===== src/rtl/hc4x_imem_if.sv =====
// Instruction-memory fetch channel between hc4x_core (master) and the program store (slave).
// The core holds imem_req while fetching; the store answers with imem_valid/imem_data.
interface hc4x_imem_if #(
    parameter int PC_W = 12
);
    logic            imem_req;
    logic [PC_W-1:0] imem_addr;
    logic [7:0]      imem_data;
    logic            imem_valid;

    modport master (output imem_req, output imem_addr, input imem_data, input imem_valid);
    modport slave  (input imem_req, input imem_addr, output imem_data, output imem_valid);
endinterface


===== src/rtl/hc4x_core.sv =====
// Parametrised HC4 stack-machine core: FETCH/EXEC/HALT sequencer, DEPTH-level operand stack,
// occupancy-tracked overflow/underflow flags and a 2^RAM_AW x DW data RAM with async read.
module hc4x_core #(
    parameter int DW     = 4,
    parameter int DEPTH  = 3,
    parameter int PC_W   = 12,
    parameter int RAM_AW = 8
) (
    input  logic             clk,
    input  logic             nReset,
    hc4x_imem_if.master      imem,
    output logic [PC_W-1:0]  pc_out,
    output logic [7:0]       instruction_out,
    output logic [DW-1:0]    a_out,
    output logic             halted,
    output logic             stack_ovf,
    output logic             stack_unf
);
    typedef enum logic [1:0] {S_FETCH = 2'd0, S_EXEC = 2'd1, S_HALT = 2'd2} state_e;

    localparam int OCC_W = $clog2(DEPTH + 1);
    localparam logic [OCC_W-1:0] OCC_MAX = OCC_W'(DEPTH);

    state_e            state_q;
    logic              req_q, halted_q;
    logic [PC_W-1:0]   pc_q, pc_d;
    logic [7:0]        instr_q;
    logic [DW-1:0]     stack_q [DEPTH];
    logic [DW-1:0]     stack_d [DEPTH];
    logic [OCC_W-1:0]  occ_q, occ_d;
    logic              c_q, c_d, z_q, z_d, ovf_q, ovf_d, unf_q, unf_d;

    logic [DW-1:0]     ram [2**RAM_AW];
    logic              ram_we;
    logic [RAM_AW-1:0] ram_waddr, ram_raddr, idx_addr;
    logic [DW-1:0]     ram_wdata, ram_rdata;

    logic [3:0]        opcode, n;
    logic [DW-1:0]     alu_res, push_val;
    logic              alu_wr, do_push, do_pop, jump, halt_d, need2, need3;
    logic [DEPTH*DW-1:0] stack_flat;

    assign opcode = instr_q[7:4];
    assign n      = instr_q[3:0];

    // Jump target is the stack read as one little-endian word: L0 in the low bits.
    for (genvar gi = 0; gi < DEPTH; gi++) begin : g_flat
        assign stack_flat[gi*DW +: DW] = stack_q[gi];
    end

    assign idx_addr  = RAM_AW'({stack_q[1], stack_q[0]});
    assign ram_raddr = (opcode == 4'h9) ? idx_addr : RAM_AW'(n);
    assign ram_rdata = ram[ram_raddr];

    always_comb begin
        pc_d      = pc_q + PC_W'(1);
        stack_d   = stack_q;
        occ_d     = occ_q;
        c_d       = c_q;
        z_d       = z_q;
        ovf_d     = ovf_q;
        unf_d     = unf_q;
        ram_we    = 1'b0;
        ram_waddr = RAM_AW'(n);
        ram_wdata = stack_q[0];
        alu_res   = '0;
        alu_wr    = 1'b0;
        push_val  = '0;
        do_push   = 1'b0;
        do_pop    = 1'b0;
        jump      = 1'b0;
        halt_d    = 1'b0;
        need2     = 1'b0;
        need3     = 1'b0;

        case (opcode)
            4'h1: begin {c_d, alu_res} = {1'b0, stack_q[0]} + {1'b0, stack_q[1]}; alu_wr = 1'b1; need2 = 1'b1; end
            4'h2: begin alu_res = stack_q[0] - stack_q[1]; c_d = (stack_q[0] >= stack_q[1]); alu_wr = 1'b1; need2 = 1'b1; end
            4'h3: begin alu_res = stack_q[0] & stack_q[1]; alu_wr = 1'b1; need2 = 1'b1; end
            4'h4: begin alu_res = stack_q[0] | stack_q[1]; alu_wr = 1'b1; need2 = 1'b1; end
            4'h5: begin alu_res = stack_q[0] ^ stack_q[1]; alu_wr = 1'b1; need2 = 1'b1; end
            4'h6: ram_we = 1'b1;
            4'h8: begin push_val = ram_rdata; do_push = 1'b1; end
            4'h9: begin alu_res = ram_rdata; alu_wr = 1'b1; need2 = 1'b1; end
            4'hA: begin push_val = DW'(n); do_push = 1'b1; end
            4'hB: begin
                if (n == 4'd0) begin
                    do_pop = 1'b1;
                end else if (n == 4'd1) begin
                    ram_we    = 1'b1;
                    ram_waddr = idx_addr;
                    ram_wdata = stack_q[2];
                    need3     = 1'b1;
                end
            end
            4'hC: jump = 1'b1;
            4'hD: jump = c_q;
            4'hE: jump = z_q;
            4'hF: halt_d = (n == 4'd1);
            default: ;
        endcase

        if (alu_wr) begin
            stack_d[0] = alu_res;
            z_d        = (alu_res == '0);
        end
        if (do_push) begin
            for (int i = DEPTH - 1; i > 0; i--) stack_d[i] = stack_q[i-1];
            stack_d[0] = push_val;
            z_d        = (push_val == '0);
            if (occ_q == OCC_MAX) ovf_d = 1'b1;
            else                  occ_d = occ_q + OCC_W'(1);
        end
        if (do_pop) begin
            for (int i = 0; i < DEPTH - 1; i++) stack_d[i] = stack_q[i+1];
            stack_d[DEPTH-1] = '0;
            if (occ_q == '0) unf_d = 1'b1;
            else             occ_d = occ_q - OCC_W'(1);
        end
        // Underflow is only reported; the operation still executes on whatever is in the stack.
        if ((need2 && occ_q < OCC_W'(2)) || (need3 && occ_q < OCC_W'(3))) unf_d = 1'b1;
        if (jump)   pc_d = stack_flat[PC_W-1:0];
        if (halt_d) pc_d = pc_q;
        if (state_q != S_EXEC) ram_we = 1'b0;
    end

    always_ff @(posedge clk or negedge nReset) begin
        if (!nReset) begin
            state_q  <= S_FETCH;
            req_q    <= 1'b1;
            halted_q <= 1'b0;
            pc_q     <= '0;
            instr_q  <= 8'hF0;
            stack_q  <= '{default: '0};
            occ_q    <= '0;
            c_q      <= 1'b0;
            z_q      <= 1'b0;
            ovf_q    <= 1'b0;
            unf_q    <= 1'b0;
        end else begin
            case (state_q)
                S_FETCH: begin
                    if (imem.imem_valid) begin
                        instr_q <= imem.imem_data;
                        state_q <= S_EXEC;
                        req_q   <= 1'b0;
                    end
                end
                S_EXEC: begin
                    pc_q    <= pc_d;
                    stack_q <= stack_d;
                    occ_q   <= occ_d;
                    c_q     <= c_d;
                    z_q     <= z_d;
                    ovf_q   <= ovf_d;
                    unf_q   <= unf_d;
                    if (halt_d) begin
                        state_q  <= S_HALT;
                        halted_q <= 1'b1;
                    end else begin
                        state_q <= S_FETCH;
                        req_q   <= 1'b1;
                    end
                end
                S_HALT: ;
                default: begin
                    state_q <= S_FETCH;
                    req_q   <= 1'b1;
                end
            endcase
        end
    end

    // RAM contents survive reset; the write enable is already dead once reset forces FETCH.
    always_ff @(posedge clk) begin
        if (ram_we) ram[ram_waddr] <= ram_wdata;
    end

    assign imem.imem_req  = req_q;
    assign imem.imem_addr = pc_q;
    assign pc_out          = pc_q;
    assign instruction_out = instr_q;
    assign a_out           = stack_q[0];
    assign halted          = halted_q;
    assign stack_ovf       = ovf_q;
    assign stack_unf       = unf_q;
endmodule


===== src/flat_wrapper.sv =====
// flat-port wrapper written by rule: the top's interface ports become plain ports
module hc4x_core_flat 
#(
    parameter int DW     = 4,
    parameter int DEPTH  = 3,
    parameter int PC_W   = 12,
    parameter int RAM_AW = 8
)
  (clk, nReset, pc_out, instruction_out, a_out, halted, stack_ovf, stack_unf, imem_imem_req, imem_imem_addr, imem_imem_data, imem_imem_valid);
  hc4x_imem_if #(.PC_W(PC_W)) imem_i ();
  input  logic clk;
  input  logic nReset;
  output logic [PC_W-1:0] pc_out;
  output logic [7:0] instruction_out;
  output logic [DW-1:0] a_out;
  output logic halted;
  output logic stack_ovf;
  output logic stack_unf;
  output wire logic [$bits(imem_i.imem_req)-1:0] imem_imem_req;
  output wire logic [$bits(imem_i.imem_addr)-1:0] imem_imem_addr;
  input wire logic [$bits(imem_i.imem_data)-1:0] imem_imem_data;
  input wire logic [$bits(imem_i.imem_valid)-1:0] imem_imem_valid;
  assign imem_imem_req = imem_i.imem_req;
  assign imem_imem_addr = imem_i.imem_addr;
  assign imem_i.imem_data = imem_imem_data;
  assign imem_i.imem_valid = imem_imem_valid;
  hc4x_core #(.DW(DW), .DEPTH(DEPTH), .PC_W(PC_W), .RAM_AW(RAM_AW)) u_core (.clk(clk), .nReset(nReset), .imem(imem_i), .pc_out(pc_out), .instruction_out(instruction_out), .a_out(a_out), .halted(halted), .stack_ovf(stack_ovf), .stack_unf(stack_unf));
endmodule

===== config.mk =====
export PLATFORM = sky130hd
export DESIGN_NAME = hc4x_core_flat
export DESIGN_NICKNAME = d
export VERILOG_FILES = /design/src/rtl/hc4x_imem_if.sv /design/src/rtl/hc4x_core.sv /design/src/flat_wrapper.sv
export SDC_FILE = /design/constraint.sdc
export NUM_CORES = 2
export LEC_CHECK = 0
export ABC_AREA = 1
export CELL_PAD_IN_SITES_DETAIL_PLACEMENT = 0
export CELL_PAD_IN_SITES_GLOBAL_PLACEMENT = 1
export CORE_MARGIN = 5
export CORE_UTILIZATION = 45
export DETAILED_ROUTE_END_ITERATION = 8
export PLACE_DENSITY = 0.76
export SETUP_SLACK_MARGIN = 0.1
export SLEW_MARGIN = 5
export SYNTH_ARGS = -nofsm -noshare
export SYNTH_HDL_FRONTEND = slang
export SYNTH_SLANG_ARGS = --single-unit

===== constraint.sdc =====
create_clock -name clk -period 12.65 [get_ports clk]
set_input_delay 3.795 -clock clk [delete_from_list [all_inputs] [get_ports clk]]
set_output_delay 3.795 -clock clk [all_outputs]
set_load 0.02 [all_outputs]

==> Word-level counts from Yosys, hierarchy flattened <==
Memory sizes are Yosys's and may differ from the RTL's.
Cells that the tools add are included.
{ "totals": {"word_cells": 117, "reg_bits": 42, "latchBits": 0, "mem_bits_rw": 1024, "mem_bits_ro": 0, "output_inout_bits": 40, "memories": 1} }
{ "op_classes": {"magnitude_cmp": 3, "shift": 0, "n_mux": 42, "div_mod_pow": 0, "n_addsub": 5, "bitwise": 5, "mul": 0, "eq_ne": 21, "n_reduce_logical": 27} }
{ "mem_list": {"columns": ["memory", "depth", "width", "rd", "rd_ports_with_merged_regs", "wr", "line", "rtl"], "rows": [
  ["u_core.ram", 256, 4, 1, 0, 1, "hc4x_core.sv:33", "logic [DW-1:0] ram [2**RAM_AW];"]
]} }
{ "op_table": {"columns": ["op", "n"], "rows": [
  ["two-way mux 12 bit", 3],
  ["equality test 4 bit, second input constant", 8],
  ["two-way mux 8 bit", 4],
  ["one-hot mux 4 bit (6 select lines)", 1],
  ["two-way mux 1 bit", 18],
  ["two-way mux 4 bit", 4],
  ["AND reduction 2 bit", 8],
  ["adder 12 x 1 -> 12 bit, second input constant", 1],
  ["equality test 4 x 3 -> 1 bit, second input constant", 3],
  ["zero test 4 bit", 3],
  ["two-way mux 2 bit", 6],
  ["nonzero test 2 bit", 5],
  ["AND reduction 3 bit", 3],
  ["equality test 4 x 1 -> 1 bit, second input constant", 2],
  ["equality test 4 x 2 -> 1 bit, second input constant", 2],
  ["one-hot mux 4 bit (2 select lines)", 1],
  ["one-hot mux 1 bit (3 select lines)", 2],
  ["one-hot mux 2 bit (3 select lines)", 1],
  ["OR reduction 6 bit", 1],
  ["adder 4 x 4 -> 5 bit", 1],
  ["bitwise AND 4 bit", 1],
  ["equality test 2 bit, second input constant", 2],
  [">= comparator 4 bit", 1],
  ["zero test 2 bit", 2],
  ["15 further kinds", 20]
]} }

==> Depth between registers and ports, before layout <==
{ "depth": {"word_depth": 8, "mapped_depth": 22} }

==> Worst setup path after synthesis <==
OpenSTA, ideal clock, no wires.
{ "synth_path": {"kind": "reg2reg", "start": "register u_core.instr_q[7], in the netlist u_core.instruction_out[7]", "end": "memory u_core.ram[0][1], data pin", "slack_ns": 7.591, "arrival_time_ns": 4.286, "path_buffers": 0, "period_less_slack_ns": 5.059, "setup_time_ns": 0.773, "stages_incl_launch_ff": 9, "cell_sequence": "dfstp_2 -> inv_1 -> nor2_2 -> inv_1 -> nor2_1 -> inv_1 -> nor2_2 -> o21ai_0 -> inv_1"} }
{ "synth_via": {"elab_chain_cells": 2} }
{ "synth_lines": {"columns": ["element", "line", "rtl"], "rows": [
  ["start: declaration", "hc4x_core.sv:27", "logic [7:0] instr_q;"],
  ["start signal: assignment", "hc4x_core.sv:144", "instr_q <= imem.imem_data;"],
  ["equality test 4 bit", "hc4x_core.sv:76", "case (opcode)"],
  ["two-way mux 4 bit", "hc4x_core.sv:76", null],
  ["named net u_core.ram_wdata[1]", "hc4x_core.sv:36", "logic [DW-1:0] ram_wdata, ram_rdata;"],
  ["end: declaration", "hc4x_core.sv:33", null]
]} }
The timed path passes the listed nets, and every way through them passes these cells.

==> Worst setup path in the final report <==
{ "layout_path": {"start": "register u_core.stack_q (netlist bit u_core.a_out[0])", "end": "output a_out[0]"} }
{ "layout_lines": {"columns": ["element", "line", "rtl"], "rows": [
  ["start: declaration", "hc4x_core.sv:28", "logic [DW-1:0] stack_q [DEPTH];"],
  ["start signal: assignment", "hc4x_core.sv:151", "stack_q <= stack_d;"],
  ["end: declaration", "flat_wrapper.sv:15", "output logic [DW-1:0] a_out;"]
]} }
No word-level cell between the ends.

==> results.sh <==
export IMPL_cts_buffer_depth=3
export IMPL_end_kind="output pin"
export IMPL_drv_cap=0
export IMPL_coreArea_mm2=0.0997
export IMPL_async_reset_ff_frac=0.0394
export IMPL_critPathMaxFanout=7
export IMPL_gp_congestion=0.841
export IMPL_power_density_mw_per_mm2=193
export IMPL_synthesis_nets=4071
export IMPL_synth_main_ff_cell="edfxtp_1"
export IMPL_post_cts_resized=0
export IMPL_slew_headroom=0.217
export IMPL_nets=4011
export IMPL_vias=30600
export IMPL_htreeDepth=3
export IMPL_fill_cells=8769
export IMPL_clockRootBuffer="clkbuf_16"
export IMPL_cp_top_family="buffers and inverters"
export IMPL_synth_area_top_cells="edfxtp_1 (68%), nand3_1 (12%), nand2_1 (9.3%)"
export IMPL_min_period_ns=5.82
export IMPL_cp_buffers_inverters=1
export IMPL_critical_path_required_ns=8.85
export IMPL_grt_pass1_wl_um=186000
export IMPL_rsz0062_at_grt="no"
export IMPL_fin_crit_sh=0.460
export IMPL_grtUsageTotal=0.227
export IMPL_dp_hpwl_um=68100
export IMPL_die_area_mm2=0.107
export IMPL_finalMaxSlewViolations=0
export IMPL_most_common_layout_cells="nand2_1 (1,119), nand3_1 (1,046), edfxtp_1 (1,024), nor2_1 (305), clkbuf_16 (111)"
export IMPL_antenna_found_initial=1
export IMPL_yosysSeqAreaShare=0.706
export IMPL_cts_tree="done"
export IMPL_dr_first_iter_drc_count=3091
export IMPL_postSynthAreaPerCell_um2=11.1
export IMPL_final_cell_area_mm2=0.0497
export IMPL_clock_skew_ns=0.0308
export IMPL_setup_violations=0
export IMPL_synthCells=4045
export IMPL_synth_edff_count=1024
export IMPL_finalPower_mw=9.61
export IMPL_timing_fmax_mhz=172
export IMPL_overflow=0
export IMPL_ys_types=45
export IMPL_setup_ws_ns=6.83
export IMPL_synth_top_cell_area_share=0.682
export IMPL_arrival_ns=2.02
export IMPL_yosys_area_top_type="edfxtp_1"
export IMPL_place_area_mm2=0.0464
export IMPL_drive_above_1_share=0.0560
export IMPL_crit_chain="clkdlybuf4s50_1"
export IMPL_drc=0
export IMPL_dieWidth_um=326
export IMPL_grt_pass1_vias=29800
export IMPL_worstSetupPathType="reg -> out"
export IMPL_area_growth_pct=10.4
export IMPL_portBuffers=50
export IMPL_detail_route_vias_per_cell=5.69
export IMPL_grt_max_degree=217
export IMPL_clk_pin_slew_ns=0.06
export IMPL_status="finished clean"
export IMPL_first_pass_iters=5
export IMPL_worstSkewPairLatency_ns=0.70
export IMPL_cpPeakStageDelay_ns=0.72
export IMPL_post_route_util=0.499
export IMPL_peakVddDrop_uv=221
export IMPL_numCtsBuffers=110
export IMPL_synth_seq_cells=1066
export IMPL_p_leak_nw=17.2
export IMPL_syn_area_mm2=0.0451
export IMPL_final_antenna_net_count=0
export IMPL_holdWs_ns=0.471
export IMPL_fin_cells=5374
export IMPL_post_cts_setup_buffers=0
export IMPL_cp_slowest_cell="clkdlybuf4s50_1"
export IMPL_ios=51
export IMPL_routed_wl_um=123000
export IMPL_fin_tns_setup_ns=0
export IMPL_start_util=0.452
export IMPL_place_inst=5171
export IMPL_avgRoutedWirePerCell_um=23.0
export IMPL_worst_pin_slew_ns=1.17
export IMPL_yosysWarnings=0
export IMPL_final_common_cell="nand2_1"
export IMPL_hold_path_class="reg -> reg"
export IMPL_cts_hold_buf=0
export IMPL_cts_sinks=1066
export IMPL_die_h_um=326
export IMPL_hold_viol=0
export IMPL_rows=116
export IMPL_pre_cts_ws_ns=6.89
export IMPL_startpoint_type="flop"
==> layout make-up <==
| class | instances | area, um^2 | share of cell area |
|---|---|---|---|
| multi-input combinational | 2623 | 11700 | 0.235 |
| sequential | 1066 | 31800 | 0.639 |
| inverter | 86 | 355 | 0.00714 |
| clock buffer | 140 | 2910 | 0.0584 |
| clock inverter | 62 | 472 | 0.00948 |
| timing repair buffer | 98 | 893 | 0.0180 |
| antenna | 1 | 2.50 | 0.0000503 |
| tap | 1298 | 1620 | 0.0326 |
==> path summary, 6_finish.rpt <==
check / cells after the start / slack (ns) / end / start
worst max-delay path: 1 / 6.83 / a_out[0] / u_core.a_out[0]
worst min-delay path: 1 / 0.47 / u_core.stack_unf / u_core.stack_unf
worst max register to register: 21 / 6.83 / u_core.z_q / u_core.instruction_out[5]
worst min register to register: 1 / 0.47 / u_core.stack_unf / u_core.stack_unf
max in group asynchronous: 1 / 8.73 / u_core.stack_flat[10] / nReset
min in group asynchronous: 1 / 3.30 / u_core.imem.imem_addr[2] / nReset
==> state kept, by name, summed over array words and instances (netlist names), 2 cells and up, named ones only <==
| name | count |
|---|---|
| u_core.stack_flat | 4 |
| u_core.instruction_out | 8 |
| u_core.imem.imem_addr | 12 |
| u_core.idx_addr | 4 |
| u_core.a_out | 4 |
| u_core.state_q | 2 |
| u_core.ram | 1024 |
==> cell families after synthesis <==
kind of cell | synth area share
compound gates | 0.0141
simple gates | 0.238
xor+xnor | 0.000777
flops | 0.706
fa+ha+maj | 0.00450
buf+inv | 0.0366
==> per-layer routing <==
metal	track usage	vias to the layer above	part of all wire
li1	-	14100	-
met1	0.315	15000	0.42
met4	0.0744	2	0.031
met2	0.370	1215	0.47
met3	0.0369	212	0.076
met5	0	-	0.00011
==> cell usage after synthesis (2+ instances only) <==
cell / instances
nand3_1: 1046
dfrtp_1: 37
clkbuf_1: 55
fa_1: 2
o21ai_1: 2
nand4_1: 3
buf_2: 184
nor3_1: 9
inv_2: 2
a31oi_1: 5
nor2_1: 306
a211oi_1: 4
nor2_2: 2
inv_1: 83
edfxtp_1: 1024
or2_2: 3
o32ai_1: 2
a21oi_1: 24
buf_1: 10
a22oi_1: 3
nand2_2: 3
buf_4: 20
xor2_1: 4
dfstp_2: 5
o22ai_1: 13
ha_1: 13
o21ai_0: 41
o21bai_1: 2
nor4_1: 3
nand2_1: 1120
==> where the power goes <==
group	leakage, nW	switching (mW)	internal (mW)
clock network	1.65	1.35	1.72
registers	9.83	0.0648	4.42
logic	5.73	1.59	0.466
No activity file was read; power rests on OpenSTA's default activity.
